[config.mk]
export PLATFORM = sky130hd
export DESIGN_NAME = multicycle_control_flat
export DESIGN_NICKNAME = d
export VERILOG_FILES = /design/src/rtl/multicycle_control_if.sv /design/src/rtl/multicycle_control.sv /design/src/flat_wrapper.sv
export SDC_FILE = /design/constraint.sdc
export NUM_CORES = 1
export LEC_CHECK = 0
export CAP_MARGIN = 25
export CORE_MARGIN = 5
export CORE_UTILIZATION = 31
export CTS_CLUSTER_DIAMETER = 40
export CTS_CLUSTER_SIZE = 8
export DETAILED_ROUTE_END_ITERATION = 12
export GPL_ROUTABILITY_DRIVEN = 0
export PLACE_DENSITY = 0.77
export RECOVER_POWER = 25
export SYNTH_ARGS = -nofsm -noshare
export SYNTH_HDL_FRONTEND = slang
export SYNTH_SLANG_ARGS = --single-unit
[constraint.sdc]
create_clock -name clk -period 1.88 [get_ports clk]
set_input_delay 0.47 -clock clk [delete_from_list [all_inputs] [get_ports clk]]
set_output_delay 0.47 -clock clk [all_outputs]
set_load 0.02 [all_outputs]
[src/rtl/multicycle_control_if.sv]
// multicycle_control_if: control/status bundle between the multi-cycle FSM and the datapath.
// CNT_WIDTH sizes the performance counters.
interface multicycle_control_if #(parameter int CNT_WIDTH = 32);
   logic [5:0] opcode;
   logic jump_reg, mem_ready;
   logic pc_write, pc_write_cond, ir_write, mem_read, mem_write, i_or_d;
   logic reg_write, reg_dst, mem_to_reg, alu_src_a, illegal;
   logic [1:0] alu_src_b, alu_op, pc_source;
   logic [3:0] state;
   logic [CNT_WIDTH-1:0] cycle_count, instr_count;
   modport master (
      input opcode, jump_reg, mem_ready,
      output pc_write, pc_write_cond, ir_write, mem_read, mem_write, i_or_d,
      output reg_write, reg_dst, mem_to_reg, alu_src_a, alu_src_b, alu_op, pc_source,
      output illegal, state, cycle_count, instr_count
   );
   modport slave (
      output opcode, jump_reg, mem_ready,
      input pc_write, pc_write_cond, ir_write, mem_read, mem_write, i_or_d,
      input reg_write, reg_dst, mem_to_reg, alu_src_a, alu_src_b, alu_op, pc_source,
      input illegal, state, cycle_count, instr_count
   );
endinterface

[src/rtl/multicycle_control.sv]
// multicycle_control: fetch/decode/execute/memory/write-back sequencer for the multi-cycle MIPS core.
// Define MULTICYCLE_CONTROL_PERF_CNT_EN to build the cycle/instruction counters.
module multicycle_control (
   input logic clk,
   input logic reset,
   multicycle_control_if.master bus
);
   typedef enum logic [3:0] {
      FETCH = 4'd0, DECODE = 4'd1, MEM_ADDR = 4'd2, MEM_RD = 4'd3, MEM_WB = 4'd4,
      MEM_WR = 4'd5, R_EXEC = 4'd6, R_WB = 4'd7, BRANCH = 4'd8, JUMP = 4'd9
   } state_t;
   localparam logic [5:0] OP_R = 6'b000000, OP_LW = 6'b100011, OP_SW = 6'b101011;
   localparam logic [5:0] OP_BGT = 6'b000111, OP_J = 6'b000010;
   state_t st, nxt;
   logic pcw, pwc, irw, mrd, mwr, rw, ill, iod, rdst, m2r, asa;
   logic [1:0] asb, aop, psrc;
   always_ff @(posedge clk or posedge reset)
      if (reset) st <= FETCH;
      else st <= nxt;
   always_comb begin
      nxt = st;
      pcw = 1'b0; pwc = 1'b0; irw = 1'b0; mrd = 1'b0; mwr = 1'b0; rw = 1'b0; ill = 1'b0;
      iod = 1'b0; rdst = 1'b0; m2r = 1'b0; asa = 1'b0; asb = 2'b00; aop = 2'b00; psrc = 2'b00;
      case (st)
         FETCH: begin
            mrd = 1'b1; asb = 2'b01; pcw = bus.mem_ready; irw = bus.mem_ready;
            nxt = bus.mem_ready ? DECODE : FETCH;
         end
         DECODE: begin
            asb = 2'b11;
            nxt = (bus.opcode == OP_R) ? R_EXEC :
                  (bus.opcode == OP_LW || bus.opcode == OP_SW) ? MEM_ADDR :
                  (bus.opcode == OP_BGT) ? BRANCH :
                  (bus.opcode == OP_J) ? JUMP : FETCH;
            ill = (nxt == FETCH);
         end
         MEM_ADDR: begin
            asa = 1'b1; asb = 2'b10;
            nxt = (bus.opcode == OP_SW) ? MEM_WR : MEM_RD;
         end
         MEM_RD: begin
            mrd = 1'b1; iod = 1'b1;
            nxt = bus.mem_ready ? MEM_WB : MEM_RD;
         end
         MEM_WB: begin
            rw = 1'b1; m2r = 1'b1; nxt = FETCH;
         end
         MEM_WR: begin
            mwr = 1'b1; iod = 1'b1;
            nxt = bus.mem_ready ? FETCH : MEM_WR;
         end
         R_EXEC: begin
            asa = 1'b1; aop = 2'b10;
            pcw = bus.jump_reg; psrc = bus.jump_reg ? 2'b11 : 2'b00;
            nxt = bus.jump_reg ? FETCH : R_WB;
         end
         R_WB: begin
            aop = 2'b10; rw = 1'b1; rdst = 1'b1; nxt = FETCH;
         end
         BRANCH: begin
            asa = 1'b1; aop = 2'b01; pwc = 1'b1; psrc = 2'b01; nxt = FETCH;
         end
         JUMP: begin
            pcw = 1'b1; psrc = 2'b10; nxt = FETCH;
         end
         default: nxt = FETCH;
      endcase
   end
   // Enables are gated by reset so nothing is written while reset is held.
   assign bus.pc_write = pcw & ~reset;
   assign bus.pc_write_cond = pwc & ~reset;
   assign bus.ir_write = irw & ~reset;
   assign bus.mem_read = mrd & ~reset;
   assign bus.mem_write = mwr & ~reset;
   assign bus.reg_write = rw & ~reset;
   assign bus.illegal = ill & ~reset;
   assign bus.i_or_d = iod;
   assign bus.reg_dst = rdst;
   assign bus.mem_to_reg = m2r;
   assign bus.alu_src_a = asa;
   assign bus.alu_src_b = asb;
   assign bus.alu_op = aop;
   assign bus.pc_source = psrc;
   assign bus.state = st;
`ifdef MULTICYCLE_CONTROL_PERF_CNT_EN
   localparam int W = $bits(bus.cycle_count);
   logic [W-1:0] cyc, ins;
   always_ff @(posedge clk or posedge reset)
      if (reset) begin
         cyc <= '0;
         ins <= '0;
      end else begin
         cyc <= cyc + W'(1);
         if (st == FETCH && bus.mem_ready) ins <= ins + W'(1);
      end
   assign bus.cycle_count = cyc;
   assign bus.instr_count = ins;
`else
   assign bus.cycle_count = '0;
   assign bus.instr_count = '0;
`endif
endmodule

[src/flat_wrapper.sv]
// flat-port wrapper written by rule: the top's interface ports become plain ports
module multicycle_control_flat 
  (clk, reset, bus_opcode, bus_jump_reg, bus_mem_ready, bus_pc_write, bus_pc_write_cond, bus_ir_write, bus_mem_read, bus_mem_write, bus_i_or_d, bus_reg_write, bus_reg_dst, bus_mem_to_reg, bus_alu_src_a, bus_alu_src_b, bus_alu_op, bus_pc_source, bus_illegal, bus_state, bus_cycle_count, bus_instr_count);
  multicycle_control_if #(.CNT_WIDTH((32))) bus_i ();
  input logic clk;
  input logic reset;
  input wire logic [$bits(bus_i.opcode)-1:0] bus_opcode;
  input wire logic [$bits(bus_i.jump_reg)-1:0] bus_jump_reg;
  input wire logic [$bits(bus_i.mem_ready)-1:0] bus_mem_ready;
  output wire logic [$bits(bus_i.pc_write)-1:0] bus_pc_write;
  output wire logic [$bits(bus_i.pc_write_cond)-1:0] bus_pc_write_cond;
  output wire logic [$bits(bus_i.ir_write)-1:0] bus_ir_write;
  output wire logic [$bits(bus_i.mem_read)-1:0] bus_mem_read;
  output wire logic [$bits(bus_i.mem_write)-1:0] bus_mem_write;
  output wire logic [$bits(bus_i.i_or_d)-1:0] bus_i_or_d;
  output wire logic [$bits(bus_i.reg_write)-1:0] bus_reg_write;
  output wire logic [$bits(bus_i.reg_dst)-1:0] bus_reg_dst;
  output wire logic [$bits(bus_i.mem_to_reg)-1:0] bus_mem_to_reg;
  output wire logic [$bits(bus_i.alu_src_a)-1:0] bus_alu_src_a;
  output wire logic [$bits(bus_i.alu_src_b)-1:0] bus_alu_src_b;
  output wire logic [$bits(bus_i.alu_op)-1:0] bus_alu_op;
  output wire logic [$bits(bus_i.pc_source)-1:0] bus_pc_source;
  output wire logic [$bits(bus_i.illegal)-1:0] bus_illegal;
  output wire logic [$bits(bus_i.state)-1:0] bus_state;
  output wire logic [$bits(bus_i.cycle_count)-1:0] bus_cycle_count;
  output wire logic [$bits(bus_i.instr_count)-1:0] bus_instr_count;
  assign bus_i.opcode = bus_opcode;
  assign bus_i.jump_reg = bus_jump_reg;
  assign bus_i.mem_ready = bus_mem_ready;
  assign bus_pc_write = bus_i.pc_write;
  assign bus_pc_write_cond = bus_i.pc_write_cond;
  assign bus_ir_write = bus_i.ir_write;
  assign bus_mem_read = bus_i.mem_read;
  assign bus_mem_write = bus_i.mem_write;
  assign bus_i_or_d = bus_i.i_or_d;
  assign bus_reg_write = bus_i.reg_write;
  assign bus_reg_dst = bus_i.reg_dst;
  assign bus_mem_to_reg = bus_i.mem_to_reg;
  assign bus_alu_src_a = bus_i.alu_src_a;
  assign bus_alu_src_b = bus_i.alu_src_b;
  assign bus_alu_op = bus_i.alu_op;
  assign bus_pc_source = bus_i.pc_source;
  assign bus_illegal = bus_i.illegal;
  assign bus_state = bus_i.state;
  assign bus_cycle_count = bus_i.cycle_count;
  assign bus_instr_count = bus_i.instr_count;
  multicycle_control u_core (.clk(clk), .reset(reset), .bus(bus_i));
endmodule
==> metrics, run 1 <==
Required @ worst endpoint 1.41 ns; register area share after synthesis 0.0959; cts bufs inserted 3; Hold WS 0.439 ns; nets 217; CTS tree yes; leakage 0.786 nW; layout cells sized above 1 0.379; Max H-tree Level 1; final setup vio count 6; Die Ht 68.0 um; Worst VDD drop 0.542 mV; CP startpoint u_core.bus.state[2]$_DFF_PP0_; max reg flops 4; Final HPWL DP 2070 um; DRC viols 0; die area 0.00463 mm^2; drt first pass iters 4; reg2reg start u_core.bus.state[2]$_DFF_PP0_; non-filler cells, final 252; Std-Cell Rows 21; Avg WL per Cell 10.4 um; n_diodes 0; Critical Path AT 1.55 ns; vias in the first global route 823; Worst Hold Class in -> async; RSZ-0062 raised after global routing yes; PwrDens 944 mW/mm^2; Util after Layout 0.436; clk_lat worst skew 0.24 ns; status finished, violations left; CP startpoint kind flop; max_cap viols 0; Seq cells post-synth 4; Post-Synthesis Cells 144; Vias/cell 3.90; Area growth syn-to-layout 38.2%; clock skew 0.00252 ns; total track usage 0.101; Ports 95; effective utilization at floorplan 0.315; Final Hold Viols 0; CP endpoint kind output port; Slew Limit Fails 0; commonest non-fill, non-tap cell in the layout conb_1; largest net degree at the start of global routing 20; fmax 494 MHz; core area 0.00331 mm^2; Setup WS post-layout -0.142 ns; period utilisation layout 1.08; setup TNS -0.537 ns; clk sink count 4; Reg2Reg Capture Point u_core.bus.state[2]$_DFF_PP0_; area of the mapped netlist 0.00104 mm^2; fin crit period 2.02 ns; dpl cells 243; R2R depth 5; Power, Total 0.00136 W; Critical Setup Path Class reg -> out; CTS root buffer clkbuf_4; area of the multi-input gates 743 um^2; initial antenna violation count 0; gr ovfl total 0; clock-pin slew on the worst setup and hold paths 0.04 ns; filler instances 367; failing checks negative setup slack; Storage cell area 103 um^2; R2R setup slack 0.42 ns; PortBufs 30; Netlist cell types 37; first-pass GRT wire length 3580 um; post-synthesis area per instance 7.25 um^2; WL final 2630 um; Initial DRC Count 32; Setup crit end bus_illegal; most frequent cells in the layout 64 x conb_1, 36 x buf_4, 9 x nand2_1; CP Max Fanout 2; Clock Path Buffers 2; vias 983; Final ANT Viol Nets 0; die width 68.0 um; yosys warns 0
## cell families (layout without fill, tap and decap cells)
group / after synthesis / count (layout) / synth area share
XOR/XNOR: 3 / 3 / 0.0252
flip-flops: 4 / 4 / 0.0959
AO/OA/AOI/OAI: 14 / 14 / 0.0959
other: 1 / 64 / 0.00359
buffers and inverters: 74 / 73 / 0.506
AND/OR/NAND/NOR: 48 / 48 / 0.273
## routing by layer
metal / wire (um) / track usage / vias to the layer above
li1: - / - / 480
met1: 935 / 0.115 / 436
met2: 1320 / 0.188 / 65
met3: 356 / 0.00985 / 2
met4: 17 / 0.0447 / 0
met5: 0 / 0 / -
## critical path, cell delays in order, from the launching register on
cell     delay [ns]
dfrtp_1        0.38
or4b_4         0.55
nor2_2         0.10
and3_4         0.18
buf_6          0.11
## cells in the mapped netlist, drive strengths merged
master   count  area [um^2]
nand4b       1         8.76
buf         67          502
o22a         2         17.5
clkbuf       3         11.3
o2bb2ai      1         8.76
nand2b       3         18.8
nor3b        3         22.5
dfrtp        4          100
or2          2         12.5
and3b        1         8.76
and3         4         25.0
nor2         7         33.8
o22ai        1         6.26
o32ai        2         17.5
nor4         4         25.0
or3          1         6.26
xnor2        1         8.76
xor2         2         17.5
nand3        2         10.0
nor3         7         46.3
and2b        1         7.51
a32oi        1         8.76
a21oi        4         20.0
inv          4         15.0
o21ai        1         5.00
nor2b        1         6.26
a2bb2oi      1         8.76
or4b         1         13.8
nand2        9         33.8
conb         1         3.75
nand4        1         6.26
a22oi        1         7.51
## metrics by stage
stage	cell area, um^2	setup WS (ns)
after floorplan	1300	-0.197
after global placement	1370	-0.804
after detailed placement	1370	-0.808
after CTS	1410	-0.152
after global routing	1440	-0.203
final	1440	-0.142
## layout make-up
class                           count  area share
Clock buffer                        4      0.0182
Inverter                            4      0.0104
Multi-Input combinational cell    129       0.515
Sequential cell                     4      0.0711
Tap cell                           46      0.0399
Timing Repair Buffer               65       0.345
## power by group
| group | leakage [nW] | switching (W) | internal, W | total [W] |
|---|---|---|---|---|
| Sequential | 0.0512 | 0.0000263 | 0.000112 | 0.000138 |
| Clock | 0.0150 | 0.0000374 | 0.0000798 | 0.000117 |
| Combinational | 0.719 | 0.000619 | 0.000487 | 0.00111 |
## worst min-delay path by stage
stage,startpoint,to,slack (ns),cells after the start
2_1_floorplan,reset,u_core.bus.state[0]$_DFF_PP0_,0.24,1
4_1_cts,reset,u_core.bus.state[2]$_DFF_PP0_,0.58,4
6_report,reset,u_core.bus.state[2]$_DFF_PP0_,0.44,4
5_1_grt,reset,u_core.bus.state[2]$_DFF_PP0_,0.49,4
3_5_place_dp,u_core.bus.state[3]$_DFF_PP0_,u_core.bus.state[0]$_DFF_PP0_,0.63,2
3_3_place_gp,u_core.bus.state[3]$_DFF_PP0_,u_core.bus.state[0]$_DFF_PP0_,0.64,2
## timing repair
item | in CTS | in global routing
setup buffers | 4 | 1
setup endpoints to repair | 19 | 17
resized for setup | 106 | 19
pin swaps | 5 | 6
hold buffers | 0 | 0
No activity file was read; power rests on OpenSTA's default activity.
==> run 2: changes to the inputs <==
Settings changed: ABC_AREA from default to 1, CORE_UTILIZATION 31 to 30, GPL_ROUTABILITY_DRIVEN 0 to 1, PLACE_DENSITY 0.77 to 0.76.
==> metrics, run 2 <==
EDFF count, synth 0 (unchanged); gr ovfl total 0 (unchanged); largest net degree at the start of global routing 7 (was 20); core area 0.00328 mm^2 (was 0.00331 mm^2); Clock Path Buffers 2 (unchanged); Vias/cell 3.51 (was 3.90); first-pass GRT wire length 3130 um (was 3580 um); CP startpoint kind flop (unchanged); top-area cell type share of the netlist area 0.482 (was 0.460); Critical Path AT 1.38 ns (was 1.55 ns); clock skew 0.00114 ns (was 0.00252 ns); top post-synthesis cells by count 64 x buf_4, 22 x nor2_1, 17 x nand2_1, 13 x inv_1, 11 x nand3_1 (was 64 x buf_4, 9 x nand2_1, 6 x nor2_1, 6 x nor3_1); Crit-path slowest cell dfrtp_2 (was or4b_4); Setup WS post-layout 0.0285 ns (was -0.142 ns); fmax 540 MHz (was 494 MHz); CTS tree yes (unchanged); effective utilization at floorplan 0.303 (was 0.315); layout cells sized above 1 0.383 (was 0.379); leading area contributor after synthesis buf_4 (unchanged); period utilisation layout 0.985 (was 1.08); CP Max Fanout 6 (was 2); filler instances 373 (was 367); area of the multi-input gates 651 um^2 (was 743 um^2); Synth Flop Type dfrtp_1 (unchanged); Final ANT Viol Nets 0 (unchanged); clk_lat worst skew 0.23 ns (was 0.24 ns); Post-synth ARST share 1.00 (unchanged); cts bufs inserted 3 (unchanged); Seq cells post-synth 4 (unchanged); met1 WL 868 um (was 935 um); max_cap viols 0 (unchanged); most frequent cells in the layout 64 x conb_1, 35 x buf_4, 16 x nand2_1 (was 64 x conb_1, 36 x buf_4, 9 x nand2_1); synth top area cells buf_4 48%, dfrtp_1 10%, nor2_1 8.3%, nand2_1 6.4%, nand3_1 5.5% (was buf_4 46%, dfrtp_1 9.6%, nand2_1 3.2%, nor3_1 2.9%, and3_1 2.4%); yosys warns 0 (unchanged); drt first pass iters 4 (unchanged); CTS root buffer clkbuf_4 (unchanged); cell area after layout 0.00142 mm^2 (was 0.00144 mm^2); Final Hold Viols 0 (unchanged); Reg2Reg Capture Point u_core.bus.state[2]$_DFF_PP0_ (unchanged); PwrDens 845 mW/mm^2 (was 944 mW/mm^2); Worst Hold Class in -> async (unchanged); R2R depth 8 (was 5); commonest non-fill, non-tap cell in the layout conb_1 (unchanged); Storage cell area 104 um^2 (was 103 um^2); met2 routed WL 1180 um (was 1320 um); CP endpoint kind output port (unchanged); Die Ht 67.6 um (was 68.0 um); clock-pin slew on the worst setup and hold paths 0.04 ns (about the same); reg2reg start u_core.bus.state[2]$_DFF_PP0_ (unchanged); initial antenna violation count 0 (unchanged); Worst VDD drop 0.223 mV (was 0.542 mV); slowest stage delay, CP 0.45 ns (was 0.55 ns); vias in the first global route 774 (was 823); top sig layer met3 (was met4); Area growth syn-to-layout 42.6% (was 38.2%); Netlist cell types 20 (was 37); Std-Cell Rows 21 (unchanged); RSZ-0062 raised after global routing yes (unchanged); Max H-tree Level 1 (unchanged); Required @ worst endpoint 1.41 ns (about the same); area of the mapped netlist 996 um^2 (was 0.00104 mm^2); Avg WL per Cell 8.78 um (was 10.4 um); placed inst area 0.00134 mm^2 (was 0.00137 mm^2); CP startpoint u_core.bus.state[0]$_DFF_PP0_ (was u_core.bus.state[2]$_DFF_PP0_); register area share after synthesis 0.101 (was 0.0959); Post-CTS Hold Buffers 0 (unchanged); die area 0.00457 mm^2 (was 0.00463 mm^2); nets 234 (was 217); post-synthesis area per instance 6.38 um^2 (was 7.25 um^2); Final HPWL DP 1980 um (was 2070 um); Met3 Routed Length 300 um (was 356 um); leakage 0.932 nW (was 0.786 nW); vias 941 (was 983); Cell Chain, Critical Path buf_4 -> buf_4 -> nor3_4 -> nor2_2 -> nor2_2 -> buf_6 (was or4b_4 -> nor2_2 -> and3_4 -> buf_6); Ports 95 (unchanged); Critical Setup Path Class reg -> out (unchanged); total track usage 0.0882 (was 0.101); Initial DRC Count 40 (was 32); R2R setup slack 0.55 ns (was 0.42 ns); count leader, synth buf_4 (unchanged); die width 67.6 um (was 68.0 um); DRC viols 0 (unchanged); clk sink count 4 (unchanged); PortBufs 30 (unchanged); status finished clean (was finished, violations left); max reg flops 4 (unchanged); WL final 2350 um (was 2630 um); n_diodes 0 (unchanged); Post-Synthesis Cells 156 (was 144); DP Worst Slack -0.600 ns (was -0.808 ns); GPL Wtd Cong 0.847; Slew Limit Fails 0 (unchanged); fin crit period 1.85 ns (was 2.02 ns); final setup vio count 0 (was 6)
run 2: final cells by class:
type | instances | area share
Multi-Input combinational cell | 134 | 0.458
Timing Repair Buffer | 64 | 0.367
Sequential cell | 4 | 0.0731
Inverter | 17 | 0.0449
Tap cell | 46 | 0.0405
Clock buffer | 3 | 0.0159
run 2: worst max path at each step:
stage | endpoint | slack (ns) | cells after the start
2_1_floorplan | bus_reg_write | 0.06 | 6
3_3_place_gp | bus_illegal | -0.58 | 6
3_5_place_dp | bus_illegal | -0.60 | 6
4_1_cts | bus_illegal | -0.17 | 7
5_1_grt | bus_illegal | -0.08 | 6
6_report | bus_reg_write | 0.03 | 6
run 2: timing repair:
action / in CTS / in global routing
gates cloned: 0 / 0
pin swaps: 5 / 10
endpoints found under the setup margin: 20 / 20
gates resized for setup: 74 / 32
buffers inserted: 1 / 4
run 2: kinds of logic (layout without fill, tap and decap cells):
| family | Yosys count | count (layout) | share of synthesized area |
|---|---|---|---|
| AND/OR/NAND/NOR | 66 | 66 | 0.329 |
| other | 1 | 64 | 0.00377 |
| flip-flops | 4 | 4 | 0.101 |
| AO/OA/AOI/OAI | 4 | 4 | 0.0201 |
| buffers and inverters | 81 | 84 | 0.546 |
run 2: through the flow:
stage	hold slack (ns)	util	instances	setup TNS (ns)	total power (W)
final	0.502	0.432	268	0	0.00120
after global routing	0.524	0.432	268	-0.251	0.00130
after CTS	0.451	0.411	264	-0.172	0.00115
after detailed placement	0.743	0.408	260	-4.73	0.00106
after global placement	0.739	0.408	260	-4.66	0.00105
after floorplan	0.243	-	219	0	0.000712
run 2: power by group:
part	total [W]	switching, W	internal (W)
clock network	0.000104	0.0000327	0.0000713
registers	0.000159	0.0000467	0.000112
logic	0.000938	0.000542	0.000396
run 2: worst max-delay path: cells and delay by family (launching register included):
| family | cells | cell delay [ns] |
|---|---|---|
| AND/OR/NAND/NOR | 3 | 0.31 |
| flip-flops | 1 | 0.45 |
| buffers and inverters | 3 | 0.40 |
run 2: metal layers:
layer | global-route usage | vias up
met5 | 0 | -
met4 | 0.0405 | 0
met3 | 0.0183 | 0
met2 | 0.149 | 55
met1 | 0.106 | 402
li1 | - | 484
==> run 3: changes to the inputs <==
Settings changed: CORE_ASPECT_RATIO from default to 1.4, CORE_MARGIN 5 to 8.
==> metrics, run 3 (synthesis results as in run 2) <==
status finished, violations left (was finished clean); failing checks negative setup slack; clk_lat worst skew 0.22 ns (was 0.23 ns); Ports 95 (unchanged); initial antenna violation count 0 (unchanged); R2R depth 8 (unchanged); vias 1000 (was 941); Avg WL per Cell 10.5 um (was 8.78 um); commonest non-fill, non-tap cell in the layout conb_1 (unchanged); Setup WS post-layout -0.0173 ns (was 0.0285 ns); final setup vio count 2 (was 0); clock skew 0.00185 ns (was 0.00114 ns); Crit path depth 6 (unchanged); core area 0.00328 mm^2 (unchanged); sw power 0.000651 W (was 0.000622 W); clock network power share 0.139 (was 0.087); non-filler cells, final 268 (unchanged); internal power 0.000652 W (was 0.000579 W); Max H-tree Level 1 (unchanged); critical path buffer and inverter count 3 (unchanged); Vias/cell 3.73 (was 3.51); most frequent cells in the layout 64 x conb_1, 44 x buf_4, 16 x nand2_1 (was 64 x conb_1, 35 x buf_4, 16 x nand2_1); CTS root buffer clkbuf_8 (was clkbuf_4); filler instances 360 (was 373); sw frac 0.500 (was 0.518); WL final 2810 um (was 2350 um); cts bufs inserted 3 (unchanged); R2R setup slack 0.47 ns (was 0.55 ns); Critical Setup Path Class reg -> out (unchanged); RSZ-0062 raised after global routing yes (unchanged); fmax 527 MHz (was 540 MHz); Top Family by Delay on Critical Path flip-flops (unchanged); combinational share of power 0.737 (was 0.781); Post-CTS Hold Buffers 0 (unchanged); gr ovfl total 0 (unchanged); leakage 0.888 nW (was 0.932 nW); cell seen most often among critical-path stages buf_4; PortBufs 30 (unchanged); max reg flops 4 (unchanged); total track usage 0.104 (was 0.0882); Initial DRC Count 21 (was 40); first-pass GRT wire length 4660 um (was 3130 um); clock-pin slew on the worst setup and hold paths 0.03 ns (was 0.04 ns); Seq pwr share 0.124 (was 0.132); Die Ht 84.2 um (was 67.6 um); Final Hold Viols 0 (unchanged); Worst VDD drop 0.449 mV (was 0.223 mV); n_diodes 0 (unchanged); DRC viols 0 (unchanged); max_cap viols 0 (unchanged); die area 0.00545 mm^2 (was 0.00457 mm^2); CP startpoint u_core.bus.state[1]$_DFF_PP0_ (was u_core.bus.state[0]$_DFF_PP0_); dpl cells 260 (unchanged); drt first pass iters 3 (was 4); largest net degree at the start of global routing 8 (was 7); CP Max Fanout 5 (was 6); Worst Hold Class in -> async (unchanged); Area growth syn-to-layout 41.6% (was 42.6%); Final ANT Viol Nets 0 (unchanged); Std-Cell Rows 25 (was 21); fin crit period 1.90 ns (was 1.85 ns); Required @ worst endpoint 1.41 ns (about the same); reg2reg start u_core.bus.state[1]$_DFF_PP0_ (was u_core.bus.state[2]$_DFF_PP0_); Setup crit end bus_reg_write (unchanged); Reg2Reg Capture Point u_core.bus.state[0]$_DFF_PP0_ (was u_core.bus.state[2]$_DFF_PP0_); Critical Path AT 1.43 ns (was 1.38 ns); CTS tree yes (unchanged); slowest stage delay, CP 0.46 ns (was 0.45 ns); effective utilization at floorplan 0.303 (unchanged); die width 64.7 um (was 67.6 um); Clock Path Buffers 2 (unchanged); layout cells sized above 1 0.386 (was 0.383); nets 240 (was 234); PwrDens 924 mW/mm^2 (was 845 mW/mm^2); Slew Limit Fails 0 (unchanged); vias in the first global route 1135 (was 774); Final HPWL DP 2430 um (was 1980 um); CP startpoint kind flop (unchanged); Crit-path slowest cell dfrtp_2 (unchanged); GPL Wtd Cong 0.880 (was 0.847); clk sink count 4 (unchanged); Cell Chain, Critical Path buf_4 -> buf_4 -> nor3_4 -> nor2_1 -> nor2_2 -> buf_6 (was buf_4 -> buf_4 -> nor3_4 -> nor2_2 -> nor2_2 -> buf_6); period utilisation layout 1.01 (was 0.985); Util after Layout 0.429 (was 0.432); CP endpoint kind output port (unchanged)
==> run 3: worst min-delay path by stage <==
stage               cells past startpoint  slack [ns]                     startpoint                       endpoint
floorplan                               1        0.24                          reset  u_core.bus.state[0]$_DFF_PP0_
detailed placement                      5        0.81  u_core.bus.state[2]$_DFF_PP0_  u_core.bus.state[1]$_DFF_PP0_
CTS                                     3        0.50                          reset  u_core.bus.state[2]$_DFF_PP0_
global placement                        5        0.81  u_core.bus.state[2]$_DFF_PP0_  u_core.bus.state[1]$_DFF_PP0_
finish                                  3        0.55                          reset  u_core.bus.state[0]$_DFF_PP0_
global route                            3        0.61                          reset  u_core.bus.state[0]$_DFF_PP0_
==> run 3: per-stage QoR <==
stage	worst slack, ns	total power [W]	instance area, um^2	hold slack [ns]	setup TNS (ns)
3_5_place_dp	-0.612	0.00112	1380	0.813	-5.15
4_1_cts	-0.0171	0.00128	1420	0.504	-0.0217
5_1_grt	-0.0700	0.00140	1410	0.610	-0.228
2_1_floorplan	0.0610	0.000712	1240	0.243	0
6_report	-0.0173	0.00130	1410	0.554	-0.0200
3_3_place_gp	-0.613	0.00111	1380	0.810	-5.00
==> run 3: area by class of cell <==
cell class              count  area, um^2  share of cell area
inverters                  17        63.8              0.0453
multi-input cells         134         638               0.453
repair buffers             70         513               0.364
clock buffers               3        41.3              0.0293
flip-flops and latches      4         104              0.0736
well taps                  40        50.0              0.0355
==> run 3: worst register-to-register path, cell delays in order, from the launching register on <==
cell and delay [ns]:
dfrtp_2 0.46, buf_4 0.16, nand2_1 0.08, clkinv_1 0.10, buf_4 0.14, nand3_1 0.09, inv_1 0.05, nor2_1 0.09
nand3_1 0.10
==> run 3: timing repair <==
action	in CTS	in global routing
gates resized for setup	85	18
setup endpoints to repair	20	11
cloned	0	0
buffers inserted	5	0
pin swaps	5	4
hold endpoints to repair	0	0
==> run 3: metal layers <==
| layer | track usage | vias to the layer above | part of all wire |
|---|---|---|---|
| met5 | 0 | - | 0 |
| met4 | 0.0618 | 0 | 0.016 |
| met2 | 0.193 | 68 | 0.52 |
| li1 | - | 497 | - |
| met3 | 0.0346 | 6 | 0.11 |
| met1 | 0.0910 | 429 | 0.36 |
==> run 3: power groups by stage <==
stage / clock network [W] / registers, W / logic (W)
final: 0.000181 / 0.000161 / 0.000961
after global routing: 0.000191 / 0.000166 / 0.00105
after CTS: 0.000184 / 0.000149 / 0.000945
after detailed placement: 0 / 0.000145 / 0.000975
after global placement: 0 / 0.000144 / 0.000963
after floorplan: 0 / 0.000184 / 0.000529
